## src/rtl/conv1d_cmd_sequencer.sv

```systemverilog
// Runs one conv1d CFU output-point job: config writes, buffer loads, start, poll, read-back.
// Latency: all outputs registered; one CFU command per cycle, ret sampled one cycle after its command.
// Backpressure: data words taken only on data_valid&&data_ready; result held until res_ready.
module conv1d_cmd_sequencer #(
  parameter int INT32_SIZE         = 32,
  parameter int KERNEL_LENGTH      = 8,
  parameter int MAX_INPUT_CHANNELS = 128,
  parameter int POLL_LIMIT         = 4096,
  parameter int IDLE_CMD           = 19
) (
  input  logic                    clk,
  input  logic                    rst,
  input  logic                    job_valid,
  output logic                    job_ready,
  input  logic [7:0]              job_depth,
  input  logic                    job_load_filter,
  input  logic [INT32_SIZE-1:0]   job_input_offset,
  input  logic [INT32_SIZE-1:0]   job_start_x,
  input  logic [6*INT32_SIZE-1:0] job_quant,
  input  logic                    data_valid,
  output logic                    data_ready,
  input  logic [INT32_SIZE-1:0]   data_word,
  output logic [6:0]              cmd,
  output logic [INT32_SIZE-1:0]   inp0,
  output logic [INT32_SIZE-1:0]   inp1,
  input  logic [INT32_SIZE-1:0]   ret,
  output logic                    res_valid,
  input  logic                    res_ready,
  output logic [INT32_SIZE-1:0]   res_data,
  output logic                    timeout
);

  localparam int WCW = $clog2(KERNEL_LENGTH * MAX_INPUT_CHANNELS / 4 + 1);
  localparam int PCW = $clog2(POLL_LIMIT + 1);
  localparam logic [6:0] C_IDLE = 7'(IDLE_CMD);

  typedef enum logic [3:0] {
    S_IDLE, S_CFG, S_LOADF, S_LOADI, S_START, S_GAP,
    S_PISS, S_PWAIT, S_PCHK, S_RWAIT, S_RCAP, S_OUT
  } state_t;

  state_t                  state, state_n;
  logic [6:0]              cmd_n;
  logic [INT32_SIZE-1:0]   inp0_n, inp1_n, res_data_n;
  logic                    job_ready_n, data_ready_n, res_valid_n, timeout_n;
  logic [3:0]              cfg_idx, cfg_idx_n;
  logic [WCW-1:0]          word_cnt, word_cnt_n, word_total, word_total_n;
  logic [PCW-1:0]          poll_cnt, poll_cnt_n;
  logic [7:0]              lat_depth, lat_depth_n;
  logic                    lat_lf, lat_lf_n;
  logic [INT32_SIZE-1:0]   lat_off, lat_off_n, lat_sx, lat_sx_n;
  logic [6*INT32_SIZE-1:0] lat_quant, lat_quant_n;
  logic                    handshake, last_word;

  // State and every registered output; reset aborts any job back to IDLE.
  always_ff @(posedge clk or posedge rst) begin
    if (rst) begin
      state      <= S_IDLE;
      cmd        <= C_IDLE;
      inp0       <= '0;
      inp1       <= '0;
      job_ready  <= 1'b1;
      data_ready <= 1'b0;
      res_valid  <= 1'b0;
      res_data   <= '0;
      timeout    <= 1'b0;
      cfg_idx    <= '0;
      word_cnt   <= '0;
      word_total <= '0;
      poll_cnt   <= '0;
      lat_depth  <= '0;
      lat_lf     <= 1'b0;
      lat_off    <= '0;
      lat_sx     <= '0;
      lat_quant  <= '0;
    end else begin
      state      <= state_n;
      cmd        <= cmd_n;
      inp0       <= inp0_n;
      inp1       <= inp1_n;
      job_ready  <= job_ready_n;
      data_ready <= data_ready_n;
      res_valid  <= res_valid_n;
      res_data   <= res_data_n;
      timeout    <= timeout_n;
      cfg_idx    <= cfg_idx_n;
      word_cnt   <= word_cnt_n;
      word_total <= word_total_n;
      poll_cnt   <= poll_cnt_n;
      lat_depth  <= lat_depth_n;
      lat_lf     <= lat_lf_n;
      lat_off    <= lat_off_n;
      lat_sx     <= lat_sx_n;
      lat_quant  <= lat_quant_n;
    end
  end

  // Next state and the command to present on the following cycle.
  always_comb begin
    state_n      = state;
    cmd_n        = C_IDLE;
    inp0_n       = '0;
    inp1_n       = '0;
    job_ready_n  = 1'b0;
    data_ready_n = 1'b0;
    res_valid_n  = res_valid;
    res_data_n   = res_data;
    timeout_n    = timeout;
    cfg_idx_n    = cfg_idx;
    word_cnt_n   = word_cnt;
    word_total_n = word_total;
    poll_cnt_n   = poll_cnt;
    lat_depth_n  = lat_depth;
    lat_lf_n     = lat_lf;
    lat_off_n    = lat_off;
    lat_sx_n     = lat_sx;
    lat_quant_n  = lat_quant;
    handshake    = data_valid && data_ready;
    last_word    = (word_cnt == word_total - 1'b1);
    case (state)
      S_IDLE: begin
        job_ready_n = 1'b1;
        if (job_valid && job_ready) begin
          job_ready_n  = 1'b0;
          timeout_n    = 1'b0;
          lat_depth_n  = job_depth;
          lat_lf_n     = job_load_filter;
          lat_off_n    = job_input_offset;
          lat_sx_n     = job_start_x;
          lat_quant_n  = job_quant;
          word_total_n = WCW'((KERNEL_LENGTH * int'(job_depth)) / 4);
          cfg_idx_n    = '0;
          if (job_depth == 8'd0 || int'(job_depth) > MAX_INPUT_CHANNELS) begin
            // Out-of-range depth: report an empty result without touching the CFU.
            res_valid_n = 1'b1;
            res_data_n  = '0;
            state_n     = S_OUT;
          end else begin
            state_n = S_CFG;
          end
        end
      end
      S_CFG: begin
        case (cfg_idx)
          4'd0:    begin cmd_n = 7'd18; inp1_n = INT32_SIZE'(4); end
          4'd1:    begin cmd_n = 7'd3;  inp1_n = lat_off; end
          4'd2:    begin cmd_n = 7'd5;  inp1_n = INT32_SIZE'(lat_depth); end
          4'd3:    begin cmd_n = 7'd8;  inp1_n = lat_sx; end
          4'd4:    begin cmd_n = 7'd12; inp1_n = lat_quant[0*INT32_SIZE +: INT32_SIZE]; end
          4'd5:    begin cmd_n = 7'd13; inp1_n = lat_quant[1*INT32_SIZE +: INT32_SIZE]; end
          4'd6:    begin cmd_n = 7'd14; inp1_n = lat_quant[2*INT32_SIZE +: INT32_SIZE]; end
          4'd7:    begin cmd_n = 7'd15; inp1_n = lat_quant[3*INT32_SIZE +: INT32_SIZE]; end
          4'd8:    begin cmd_n = 7'd16; inp1_n = lat_quant[4*INT32_SIZE +: INT32_SIZE]; end
          default: begin cmd_n = 7'd17; inp1_n = lat_quant[5*INT32_SIZE +: INT32_SIZE]; end
        endcase
        cfg_idx_n = cfg_idx + 4'd1;
        if (cfg_idx == 4'd9) begin
          word_cnt_n   = '0;
          data_ready_n = 1'b1;
          state_n      = lat_lf ? S_LOADF : S_LOADI;
        end
      end
      S_LOADF, S_LOADI: begin
        data_ready_n = 1'b1;
        if (handshake) begin
          cmd_n      = (state == S_LOADF) ? 7'd2 : 7'd1;
          inp0_n     = INT32_SIZE'({word_cnt, 2'b00});
          inp1_n     = data_word;
          word_cnt_n = word_cnt + 1'b1;
          if (last_word) begin
            word_cnt_n = '0;
            if (state == S_LOADF) begin
              state_n = S_LOADI;
            end else begin
              data_ready_n = 1'b0;
              state_n      = S_START;
            end
          end
        end
      end
      S_START: begin
        cmd_n      = 7'd6;
        poll_cnt_n = '0;
        state_n    = S_GAP;
      end
      S_GAP:   state_n = S_PISS;
      S_PISS: begin
        cmd_n      = 7'd9;
        poll_cnt_n = poll_cnt + 1'b1;
        state_n    = S_PWAIT;
      end
      S_PWAIT: state_n = S_PCHK;
      S_PCHK: begin
        // ret here is the response to the poll issued two cycles ago.
        if (ret[0]) begin
          cmd_n   = 7'd7;
          state_n = S_RWAIT;
        end else if (poll_cnt == PCW'(POLL_LIMIT)) begin
          timeout_n   = 1'b1;
          res_data_n  = '0;
          res_valid_n = 1'b1;
          state_n     = S_OUT;
        end else begin
          cmd_n      = 7'd9;
          poll_cnt_n = poll_cnt + 1'b1;
          state_n    = S_PWAIT;
        end
      end
      S_RWAIT: state_n = S_RCAP;
      S_RCAP: begin
        res_data_n  = ret;
        res_valid_n = 1'b1;
        state_n     = S_OUT;
      end
      S_OUT: begin
        if (res_ready) begin
          res_valid_n = 1'b0;
          job_ready_n = 1'b1;
          state_n     = S_IDLE;
        end
      end
      default: state_n = S_IDLE;
    endcase
  end

endmodule

```

## config.mk

```make
export PLATFORM = sky130hd
export DESIGN_NAME = conv1d_cmd_sequencer
export DESIGN_NICKNAME = d
export VERILOG_FILES = /design/src/rtl/conv1d_cmd_sequencer.sv
export SDC_FILE = /design/constraint.sdc
export NUM_CORES = 1
export LEC_CHECK = 0
export ABC_AREA = 1
export ABC_CLOCK_PERIOD_IN_PS = 14200
export CAP_MARGIN = 0
export CELL_PAD_IN_SITES_DETAIL_PLACEMENT = 1
export CELL_PAD_IN_SITES_GLOBAL_PLACEMENT = 1
export CORE_MARGIN = 2
export CORE_UTILIZATION = 46
export DETAILED_ROUTE_END_ITERATION = 12
export DONT_BUFFER_PORTS = 1
export PLACE_DENSITY = 0.84
export SLEW_MARGIN = 20
export SYNTH_ARGS = -nofsm -noshare
export SYNTH_HDL_FRONTEND = slang
export SYNTH_SLANG_ARGS = --single-unit
```

## constraint.sdc

```tcl
create_clock -name clk -period 14.2 [get_ports clk]
set_input_delay 2.84 -clock clk [delete_from_list [all_inputs] [get_ports clk]]
set_output_delay 2.84 -clock clk [all_outputs]
set_load 0.01 [all_outputs]
```

==> out/metrics.csv, run 1 <==
stage,metric,value,unit
power,internal power of the cells,2.67,mW
yosys,biggest area consumer among synthesized cells,dfrtp_1,
global_routing,number of antenna violations at the first check in global routing,11,
min_path,beginning of the worst hold path,lat_quant[161],
power,relative contribution of combinational cells to total power,34.3,%
detailed_routing,count of antenna-violating nets left after detailed routing,0,
placement,total instance count after detailed placement,2507,
run,Max Cap Violations,0,
sta,count of endpoints failing setup in the final report,0,
finish,number of nets at the end of the flow,2425,
yosys,Synth Area in Compound Gates,9.90,%
placement,RD Place Congestion,0.880,
sta,final count of hold timing violations,0,
global_routing,maximum number of pins on one net before global-route repair,285,
detailed_routing,total number of vias,14377,
finish,fin cells,2589,
yosys,dominant combinational cell family by area after synthesis,simple AND/OR/NAND/NOR gates,
clock_network,number of buffers added to fix hold violations after cts,0,
yosys,"EDFF count, synth",0,
power,part of the total power dissipated in sequential elements,40.3,%
sta,final total negative setup slack,0,ps
die,Die Area,39000,um^2
clock_network,Longest Clk Path Bufs,3,
status,status,completed,
yosys,largest cells by area after synthesis,"dfrtp_1 (54%), nand2_1 (19%), o21ai_0 (5.0%)",
sta,normalized max-slew margin,20.1,%
sta,Fin Clk Skew,11.0,ps
sta,final slew viol count,0,
yosys,warnings from Yosys,0,
min_path,class of the tightest hold or removal check,register to register,
critical_path,worst path arrival time,5040,ps
clock_network,latest clock arrival within the worst-skew pair,560,ps
yosys,number of flip-flops and latches in the synthesized netlist,377,
global_routing,global-route wire length before repair,88700,um
yosys,sequential element share of the synthesized area,54.8,%
clock_network,total of cells resized after clock tree synthesis,0,
global_routing,vias in the first global route,15210,
die,placeable core region,36800,um^2
clock_network,TritonCTS clock tree,yes,
clock_network,sink count of the clock tree,377,
yosys,gate count after technology mapping,2121,
sta,ratio of final minimum period to clock period,32.5,%
clock_network,# Post-CTS Setup Buffers,0,
power,P per Cell Area,240,nW/um^2
power,leakage power,9.44,nW
detailed_routing,remaining routing DRC violations,0,
finish,post-synthesis to final-layout area growth,9.24,%
sta,actual slew at the worst max-slew pin,1200,ps
yosys,synthesized-area fraction occupied by xor and xnor cells,1.07,%
clock_network,"Reg clk slew, reported paths",60,ps
placement,quantity of I/O buffers inserted on ports,0,
critical_path,timing startpoint of the critical path,job_valid,
die,x dimension of the die,198,um
yosys,most used flip-flop cell after synthesis,dfrtp_1,
power,Switching Power,1.84,mW
detailed_routing,number of vias per cell,5.55,
clock_network,number of buffers created by CTS,42,
die,Chip Height,198,um
critical_path,crit-path max FO,90,
die,initial standard-cell utilization of the core,46.9,%
sta,crit path time final,4620,ps
sta,minimum hold slack,469,ps
sta,Highest Clock Rate,217,MHz
die,I/O pin total,441,
yosys,post-synthesis cell type count,41,
detailed_routing,number of DRC markers after the initial detailed-route iteration,893,
yosys,"share of synthesized cell area in full adder, half adder and majority cells",0.581,%
yosys,"share of synthesized cell area in and, or, nand and nor gates",25.1,%
yosys,Yosys top cell area share,54.2,%
critical_path,critical setup path kind,input port to register,
power,peak supply drop,0.108,mV
power,clock power share,25.4,%
finish,most frequent cells in the layout,"nand2_1 (894), dfrtp_1 (373), inv_1 (186)",
finish,"commonest non-fill, non-tap cell in the layout",nand2_1,
critical_path,sort of element at the end of the critical path,register,
critical_path,Worst Setup Start Kind,input port,
yosys,mux share of post-synthesis cell area,0,%
global_routing,total global routing overflow,0,
placement,HPWL after DPL,42000,um
yosys,asr flop ratio synth,100,%
power,switching part of the total power,40.7,%
global_routing,overall fraction of global-route tracks in use,30.1,%
clock_network,clk root buf,clkbuf_16,
detailed_routing,routed wire length,58800,um
placement,standard cell area after detailed placement,17400,um^2
detailed_routing,average routed wire per standard cell,22.7,um
yosys,post-synthesis instance area,17200,um^2
clock_network,deepest level of the CTS H-tree,2,
sta,RSZ-0062 raised after global routing,false,
die,placement row count,70,
finish,area of all placed cells without fillers,18800,um^2
critical_path,endpoint required time on the critical path,14620,ps
power,overall power after layout,4.51,mW
detailed_routing,number of iterations in the first detailed-routing pass,5,
yosys,mean post-synth cell area,8.13,um^2
finish,share of final-layout standard cells stronger than drive strength 1,5.83,%
critical_path,worst reg2reg path startpoint,cfg_idx[0],
-- path summary, 6_finish.rpt --
path                                   to  slack (ps)  cells past startpoint
min in group asynchronous      lat_sx[30]        2260                      1
setup reg to reg                 inp1[13]       10590                     10
setup / recovery               cfg_idx[3]        9580                      6
hold / removal             lat_quant[161]         470                      2
max in group asynchronous     poll_cnt[7]        9770                      3
hold reg to reg            lat_quant[161]         470                      2
-- power by group through the flow --
stage	combinational, mW	clock [mW]	sequential (mW)
after floorplan	1.10	0	1.75
after global placement	1.45	0	1.80
after detailed placement	1.53	0	1.83
after CTS	1.55	1.16	1.82
after global routing	1.75	1.21	1.86
final	1.55	1.15	1.82
-- cells in the mapped netlist, types with 2 or more instances --
master     number
inv_2          11
buf_6           4
nor3_1         14
nand3b_1        5
o31ai_1         5
nor4_1          5
buf_4          53
o21ai_0       173
dfrtp_1       373
buf_1           2
nor2_2          7
clkbuf_1       30
nand4_1        24
nor3b_1         3
dfstp_2         4
buf_2          33
nor2_1         90
xnor2_1         2
o211ai_2        7
o21ai_1        15
nor3_4          2
o2111ai_1       5
xor2_1         19
o22ai_1        50
o221ai_1        4
ha_1            8
a21oi_1        31
inv_1         188
nand3_1        43
nand2_1       894
o211ai_1        7
-- flip-flops by register name, indices dropped and copies added, names as in the netlist, 9 cells and up --
signal     count
inp0           9
inp1          32
lat_off       32
lat_quant    192
lat_sx        32
poll_cnt      13
res_data      32
word_cnt       9
-- metal layers --
layer / GRT usage, % / wire, um
met4: 12.7 / 2240
met1: 40.3 / 25000
met2: 48.0 / 27800
met5: 0 / 13
met3: 5.79 / 3810
-- cell type report --
class	instances	area, um^2
multi-input cells	1446	6430
fillers	4410	18000
flip-flops and latches	377	9440
diodes	10	25.0
clock inverters	14	205
well taps	468	586
clock buffers	58	1240
inverters	200	761
repair buffers	16	136
-- critical path, cell delays in order --
cell	delay, ps
nand2_1	100
nor2_4	700
inv_4	380
buf_4	530
nand2_1	290
o22ai_1	100
-- cells by family after synthesis --
| family | Yosys count |
|---|---|
| buffers and inverters | 322 |
| AND/OR/NAND/NOR | 1090 |
| XOR/XNOR | 21 |
| AO/OA/AOI/OAI | 302 |
| adder cells (fa/ha/maj) | 8 |
| flip-flops | 377 |
| other | 1 |
-- through the flow --
| stage | utilization [%] | setup WS, ps |
|---|---|---|
| 6_report | 51.2 | 9580 |
| 5_1_grt | 51.2 | 9430 |
| 4_1_cts | 51.1 | 9670 |
| 3_5_place_dp | 47.2 | 9100 |
| 3_3_place_gp | 47.1 | 9210 |
| 2_1_floorplan | - | 894 |
Note: power is estimated with default switching activity, not from simulation.
==> run 2: changes to the inputs <==
--- a/config.mk
+++ b/config.mk
@@ -6,15 +6,15 @@
 export NUM_CORES = 1
 export LEC_CHECK = 0
 export ABC_AREA = 1
-export ABC_CLOCK_PERIOD_IN_PS = 14200
+export ABC_CLOCK_PERIOD_IN_PS = 3700
 export CAP_MARGIN = 0
 export CELL_PAD_IN_SITES_DETAIL_PLACEMENT = 1
 export CELL_PAD_IN_SITES_GLOBAL_PLACEMENT = 1
 export CORE_MARGIN = 2
-export CORE_UTILIZATION = 46
+export CORE_UTILIZATION = 42
 export DETAILED_ROUTE_END_ITERATION = 12
 export DONT_BUFFER_PORTS = 1
-export PLACE_DENSITY = 0.84
+export PLACE_DENSITY = 0.81
 export SLEW_MARGIN = 20
 export SYNTH_ARGS = -nofsm -noshare
 export SYNTH_HDL_FRONTEND = slang
==> constraint.sdc (replaced) <==
create_clock -name clk -period 3.7 [get_ports clk]
set_input_delay 0.74 -clock clk [delete_from_list [all_inputs] [get_ports clk]]
set_output_delay 0.74 -clock clk [all_outputs]
set_load 0.01 [all_outputs]
==> run 2 against run 1 <==
Effect of this change: combinational power rose to 3.8 times the previous value; via count is 2.4% lower; core utilization shrank 4.2 points; register-to-register slack worse by 9700 ps; die area rose by 9.3%; sequential power increased to 3.8 times the previous value; worst hold slack worse by 260 ps; count of clock-buffer cells in the layout is 9 higher; sequential cell count is the same; cell count grew 3.1%; design area rose by 1.5%; critical path type is now register to register.
==> out/metrics.csv, run 2 (synthesis results as in run 1) <==
stage,metric,value,unit
sta,final count of hold timing violations,0,
clock_network,latest clock arrival within the worst-skew pair,570,ps
critical_path,Worst Setup Start Kind,register,
sta,crit path time final,2780,ps
clock_network,TritonCTS clock tree,yes,
finish,"commonest non-fill, non-tap cell in the layout",nand2_1,
power,P per Cell Area,909,nW/um^2
run,Max Cap Violations,0,
die,placeable core region,40600,um^2
sta,ratio of final minimum period to clock period,75.2,%
sta,RSZ-0062 raised after global routing,false,
placement,placement-stage worst setup slack,959,ps
finish,Post-Route Utilization,47.0,%
detailed_routing,total number of vias,14029,
detailed_routing,count of antenna-violating nets left after detailed routing,0,
clock_network,total of cells resized after clock tree synthesis,0,
global_routing,global-route wire length before repair,88700,um
global_routing,vias in the first global route,14730,
sta,actual slew at the worst max-slew pin,987,ps
detailed_routing,number of vias per cell,5.26,
global_routing,number of antenna violations at the first check in global routing,14,
die,Chip Height,207,um
critical_path,delay of the slowest cell on the worst path,540,ps
clock_network,number of buffers added to fix hold violations after cts,0,
critical_path,cell mode on critical path,nand2_1,
finish,register ranked first by flip-flop count,lat_quant,
sta,count of endpoints failing setup in the final report,0,
sta,Highest Clock Rate,359,MHz
critical_path,Buffers & Inverters on Critical Path,2,
min_path,class of the tightest hold or removal check,input port to async pin,
die,x dimension of the die,207,um
clock_network,clk root buf,clkbuf_16,
clock_network,sink count of the clock tree,377,
critical_path,crit-path max FO,30,
placement,RD Place Congestion,0.924,
finish,filler cell count in the final layout,4864,
finish,number of nets at the end of the flow,2437,
finish,flip-flop count of the largest register after layout,192,
critical_path,worst path cell trace,"inv_1, ha_1, nand2_1, nand2_1, nor3_4, nand3_2, buf_12, a21oi_1, o21ai_1, nand2_1",
finish,share of final-layout standard cells stronger than drive strength 1,6.12,%
finish,most frequent cells in the layout,"nand2_1 (894), dfrtp_1 (373), inv_1 (186)",
clock_network,"Reg clk slew, reported paths",60,ps
finish,post-synthesis to final-layout area growth,10.9,%
detailed_routing,routed wire length,59900,um
detailed_routing,remaining routing DRC violations,0,
clock_network,Longest Clk Path Bufs,3,
die,Die Area,42700,um^2
placement,quantity of I/O buffers inserted on ports,0,
global_routing,maximum number of pins on one net before global-route repair,255,
power,overall power after layout,17.4,mW
power,peak supply drop,0.417,mV
clock_network,number of buffers created by CTS,44,
critical_path,CP max stage cell,nand3_2,
sta,final worst slack,918,ps
critical_path,family with the most delay on the worst path,simple AND/OR/NAND/NOR gates,
power,leakage power,9.52,nW
die,initial standard-cell utilization of the core,42.4,%
critical_path,endpoint required time on the critical path,4200,ps
detailed_routing,number of iterations in the first detailed-routing pass,5,
critical_path,sort of element at the end of the critical path,register,
die,I/O pin total,441,
global_routing,overall fraction of global-route tracks in use,27.9,%
sta,normalized max-slew margin,34.2,%
detailed_routing,number of DRC markers after the initial detailed-route iteration,870,
die,placement row count,74,
critical_path,critical setup path kind,register to register,
critical_path,worst path arrival time,3280,ps
status,status,completed,
sta,final slew viol count,0,
sta,minimum hold slack,210,ps
global_routing,total global routing overflow,0,
clock_network,# Post-CTS Setup Buffers,0,
clock_network,deepest level of the CTS H-tree,2,
sta,Fin Clk Skew,18.5,ps
detailed_routing,average routed wire per standard cell,22.5,um
placement,HPWL after DPL,44200,um
-- run 2: where the power goes --
group / switching, mW / total (mW) / internal (mW)
clock network: 1.76 / 4.51 / 2.74
logic: 4.17 / 5.90 / 1.73
registers: 1.06 / 6.97 / 5.91
total: 6.99 / 17.4 / 10.4
-- run 2: metrics by stage --
| stage | setup TNS (ps) | instance area (um^2) | std cells |
|---|---|---|---|
| 3_3_place_gp | 0 | 17600 | 2581 |
| 4_1_cts | 0 | 19100 | 2656 |
| 6_report | 0 | 19100 | 2668 |
| 5_1_grt | 0 | 19100 | 2665 |
| 3_5_place_dp | 0 | 17600 | 2581 |
| 2_1_floorplan | -786460 | 17300 | 2145 |
-- run 2: worst reg2reg max path: stages, from the launching register on --
cell and delay [ps]:
dfrtp_1 390, inv_1 90, ha_1 210, nand2_1 340, nand2_1 150, nor3_4 230
nand3_2 540, buf_12 400, a21oi_1 170, o21ai_1 100, nand2_1 90
-- run 2: layout make-up --
cell class / instances / area (um^2) / share of cell area, %
sequential: 377 / 9440 / 49.4
multi-input combinational: 1446 / 6430 / 33.7
clock buffer: 67 / 1330 / 6.96
inverter: 200 / 757 / 3.96
tap: 532 / 666 / 3.48
timing repair buffer: 26 / 295 / 1.55
clock inverter: 8 / 155 / 0.812
antenna: 12 / 30.0 / 0.157
-- run 2: worst paths after layout --
| kind | slack (ps) | from | cells past startpoint | end |
|---|---|---|---|---|
| max in group asynchronous | 2440 | rst | 2 | inp0[2] |
| worst min register to register | 470 | lat_quant[121] | 2 | lat_quant[121] |
| worst max-delay path | 920 | cfg_idx[1] | 10 | inp1[13] |
| min in group clk | 280 | job_quant[40] | 2 | lat_quant[40] |
| worst max register to register | 920 | cfg_idx[1] | 10 | inp1[13] |
| worst min-delay path | 210 | rst | 1 | lat_quant[167] |
-- run 2: metal layers --
| layer | vias to the layer above | share of wire [%] | GRT usage [%] |
|---|---|---|---|
| met3 | 96 | 7.1 | 6.28 |
| met1 | 6946 | 42 | 36.4 |
| met4 | 2 | 3.5 | 11.6 |
| met2 | 414 | 48 | 45.0 |
| li1 | 6571 | - | - |
| met5 | - | 0.022 | 0 |
==> run 3: changes to the inputs <==
--- a/config.mk
+++ b/config.mk
@@ -6,15 +6,15 @@
 export NUM_CORES = 1
 export LEC_CHECK = 0
 export ABC_AREA = 1
-export ABC_CLOCK_PERIOD_IN_PS = 3700
+export ABC_CLOCK_PERIOD_IN_PS = 2800
 export CAP_MARGIN = 0
 export CELL_PAD_IN_SITES_DETAIL_PLACEMENT = 1
 export CELL_PAD_IN_SITES_GLOBAL_PLACEMENT = 1
 export CORE_MARGIN = 2
-export CORE_UTILIZATION = 42
+export CORE_UTILIZATION = 46
 export DETAILED_ROUTE_END_ITERATION = 12
 export DONT_BUFFER_PORTS = 1
-export PLACE_DENSITY = 0.81
+export PLACE_DENSITY = 0.84
 export SLEW_MARGIN = 20
 export SYNTH_ARGS = -nofsm -noshare
 export SYNTH_HDL_FRONTEND = slang
==> constraint.sdc (replaced) <==
create_clock -name clk -period 2.8 [get_ports clk]
set_input_delay 0.56 -clock clk [delete_from_list [all_inputs] [get_ports clk]]
set_output_delay 0.56 -clock clk [all_outputs]
set_load 0.01 [all_outputs]
==> run 3 against run 2 <==
Effect of this change: sequential cell count is the same; first-iteration DRC count grew 12%; via count grew 3.6%; critical path depth is 3 higher; count of clock-buffer cells in the layout decreased by 8; cell count decreased by 2.1%; fmax is 12% higher; design area about the same; combinational power increased by 38%; critical path type unchanged; register-to-register slack got worse by 610 ps; sequential power is 33% higher; global-route usage rose by 3.3 points.
==> out/metrics.csv, run 3 (synthesis results as in run 1) <==
stage,metric,value,unit
critical_path,sort of element at the end of the critical path,register,
global_routing,met1 routing resource usage after global routing,41.3,%
clock_network,Longest Clk Path Bufs,3,
global_routing,maximum number of pins on one net before global-route repair,111,
min_path,class of the tightest hold or removal check,input port to register,
sta,final count of hold timing violations,0,
sta,final worst slack,312,ps
critical_path,crit-path max FO,9,
sta,Fin Clk Skew,20.2,ps
detailed_routing,count of antenna-violating nets left after detailed routing,0,
sta,crit path time final,2490,ps
finish,most frequent cells in the layout,"nand2_1 (894), dfrtp_1 (373), inv_1 (186)",
sta,RSZ-0062 raised after global routing,false,
detailed_routing,number of DRC markers after the initial detailed-route iteration,977,
clock_network,# Post-CTS Setup Buffers,0,
critical_path,worst path cell trace,"inv_1, ha_1, inv_1, nor3_1, buf_4, nor2_1, nor2_2, nand2_1, nor2_1, nand2_1, nand2_1, nand2_1, a21oi_1",
clock_network,deepest level of the CTS H-tree,2,
finish,flip-flop count of the largest register after layout,192,
clock_network,TritonCTS clock tree,yes,
finish,register ranked first by flip-flop count,lat_quant,
detailed_routing,remaining routing DRC violations,0,
global_routing,GR met3 Demand/Resource,5.91,%
detailed_routing,total number of vias,14528,
die,placement row count,70,
critical_path,Worst Setup Start Kind,register,
die,Chip Height,198,um
power,Switching Power,9.40,mW
finish,number of nets at the end of the flow,2457,
placement,quantity of I/O buffers inserted on ports,0,
die,x dimension of the die,198,um
clock_network,"Reg clk slew, reported paths",60,ps
detailed_routing,average routed wire per standard cell,23.2,um
global_routing,busiest grt layer,met2,
power,clock power share,23.9,%
finish,filler cell count in the final layout,4404,
global_routing,global-route wire length before repair,91300,um
critical_path,worst path arrival time,2970,ps
detailed_routing,routed wire length,60700,um
global_routing,overall fraction of global-route tracks in use,31.2,%
power,part of the total power dissipated in sequential elements,40.5,%
die,initial standard-cell utilization of the core,46.9,%
clock_network,number of buffers created by CTS,41,
die,Die Area,39000,um^2
global_routing,GRT met2 Usage,50.7,%
global_routing,vias in the first global route,15288,
sta,Highest Clock Rate,402,MHz
sta,final total negative setup slack,0,ps
placement,RD Place Congestion,0.929,
critical_path,CP max stage cell,dfrtp_1,
clock_network,sink count of the clock tree,377,
die,I/O pin total,441,
power,relative contribution of combinational cells to total power,35.5,%
power,switching part of the total power,41.0,%
status,status,completed,
critical_path,family with the most delay on the worst path,simple AND/OR/NAND/NOR gates,
critical_path,delay of the slowest cell on the worst path,410,ps
power,leakage power,9.59,nW
sta,final slew viol count,0,
critical_path,Buffers & Inverters on Critical Path,3,
placement,placement-stage worst setup slack,367,ps
power,P per Cell Area,1200,nW/um^2
run,Max Cap Violations,0,
detailed_routing,number of iterations in the first detailed-routing pass,5,
clock_network,latest clock arrival within the worst-skew pair,580,ps
critical_path,cell mode on critical path,nand2_1,
global_routing,total global routing overflow,0,
sta,normalized max-slew margin,34.9,%
die,placeable core region,36800,um^2
sta,actual slew at the worst max-slew pin,974,ps
detailed_routing,number of vias per cell,5.56,
finish,post-synthesis to final-layout area growth,10.9,%
placement,HPWL after DPL,44800,um
global_routing,number of antenna violations at the first check in global routing,5,
clock_network,clk root buf,clkbuf_16,
sta,ratio of final minimum period to clock period,88.8,%
finish,"commonest non-fill, non-tap cell in the layout",nand2_1,
sta,count of endpoints failing setup in the final report,0,
critical_path,endpoint required time on the critical path,3280,ps
finish,share of final-layout standard cells stronger than drive strength 1,7.01,%
critical_path,critical setup path kind,register to register,
power,internal power of the cells,13.5,mW
power,peak supply drop,0.516,mV
==> run 3: final timing paths <==
kind / startpoint / endpoint / slack [ps] / cells after the start
max in group asynchronous: rst / job_ready / 1280 / 3
hold reg to reg: lat_sx[5] / lat_sx[5] / 470 / 2
hold / removal: job_quant[154] / lat_quant[154] / 100 / 2
setup / recovery: cfg_idx[1] / word_cnt[5] / 310 / 13
setup reg to reg: cfg_idx[1] / word_cnt[5] / 310 / 13
min in group asynchronous: rst / lat_quant[0] / 600 / 2
==> run 3: power groups by stage <==
stage                     Combinational, mW  Sequential (mW)  Clock (mW)
after CTS                              8.16             9.28        5.58
after global placement                 7.67             9.23           0
final                                  8.14             9.29        5.49
after detailed placement               8.02             9.33           0
after global routing                   9.11             9.49        5.76
after floorplan                        5.60             8.86           0
==> run 3: worst reg2reg max path, cell delays in order (launching register included) <==
cell     delay (ps)
dfrtp_1         410
inv_1           110
ha_1            200
inv_1            80
nor3_1          360
buf_4           210
nor2_1           70
nor2_2          320
nand2_1         150
nor2_1          170
nand2_1          80
nand2_1          60
nand2_1          50
a21oi_1         130
==> run 3: final cells by class <==
cell class                 count  area [um^2]  share of cell area, %
multi-input combinational   1446         6430                   33.6
tap                          468          586                   3.06
inverter                     200          757                   3.96
sequential                   377         9440                   49.4
antenna                        5         12.5                 0.0655
clock buffer                  59         1250                   6.52
clock inverter                 9          101                  0.530
timing repair buffer          49          546                   2.85
==> run 3: metrics by stage <==
step / power, mW / std cells / hold WS [ps] / util [%] / cell area, um^2
after floorplan: 14.5 / 2145 / 437 / - / 17300
after global placement: 16.9 / 2539 / 451 / 48.2 / 17700
after detailed placement: 17.4 / 2539 / 460 / 48.2 / 17700
after CTS: 23.0 / 2608 / 86.1 / 51.9 / 19100
after global routing: 24.4 / 2612 / 102 / 52.0 / 19100
final: 22.9 / 2613 / 103 / 52.0 / 19100
==> run 3: layer usage <==
metal | routed length [um] | share of wire [%]
met1 | 25600 | 42
met2 | 28900 | 48
met3 | 3810 | 6.3
met4 | 2420 | 4.0
met5 | 10 | 0.016
==> run 3: timing repair <==
action | in CTS | in global routing
resized for setup | 0 | 0
hold buffers | 1 | 0
hold endpoints to repair | 11 | 0
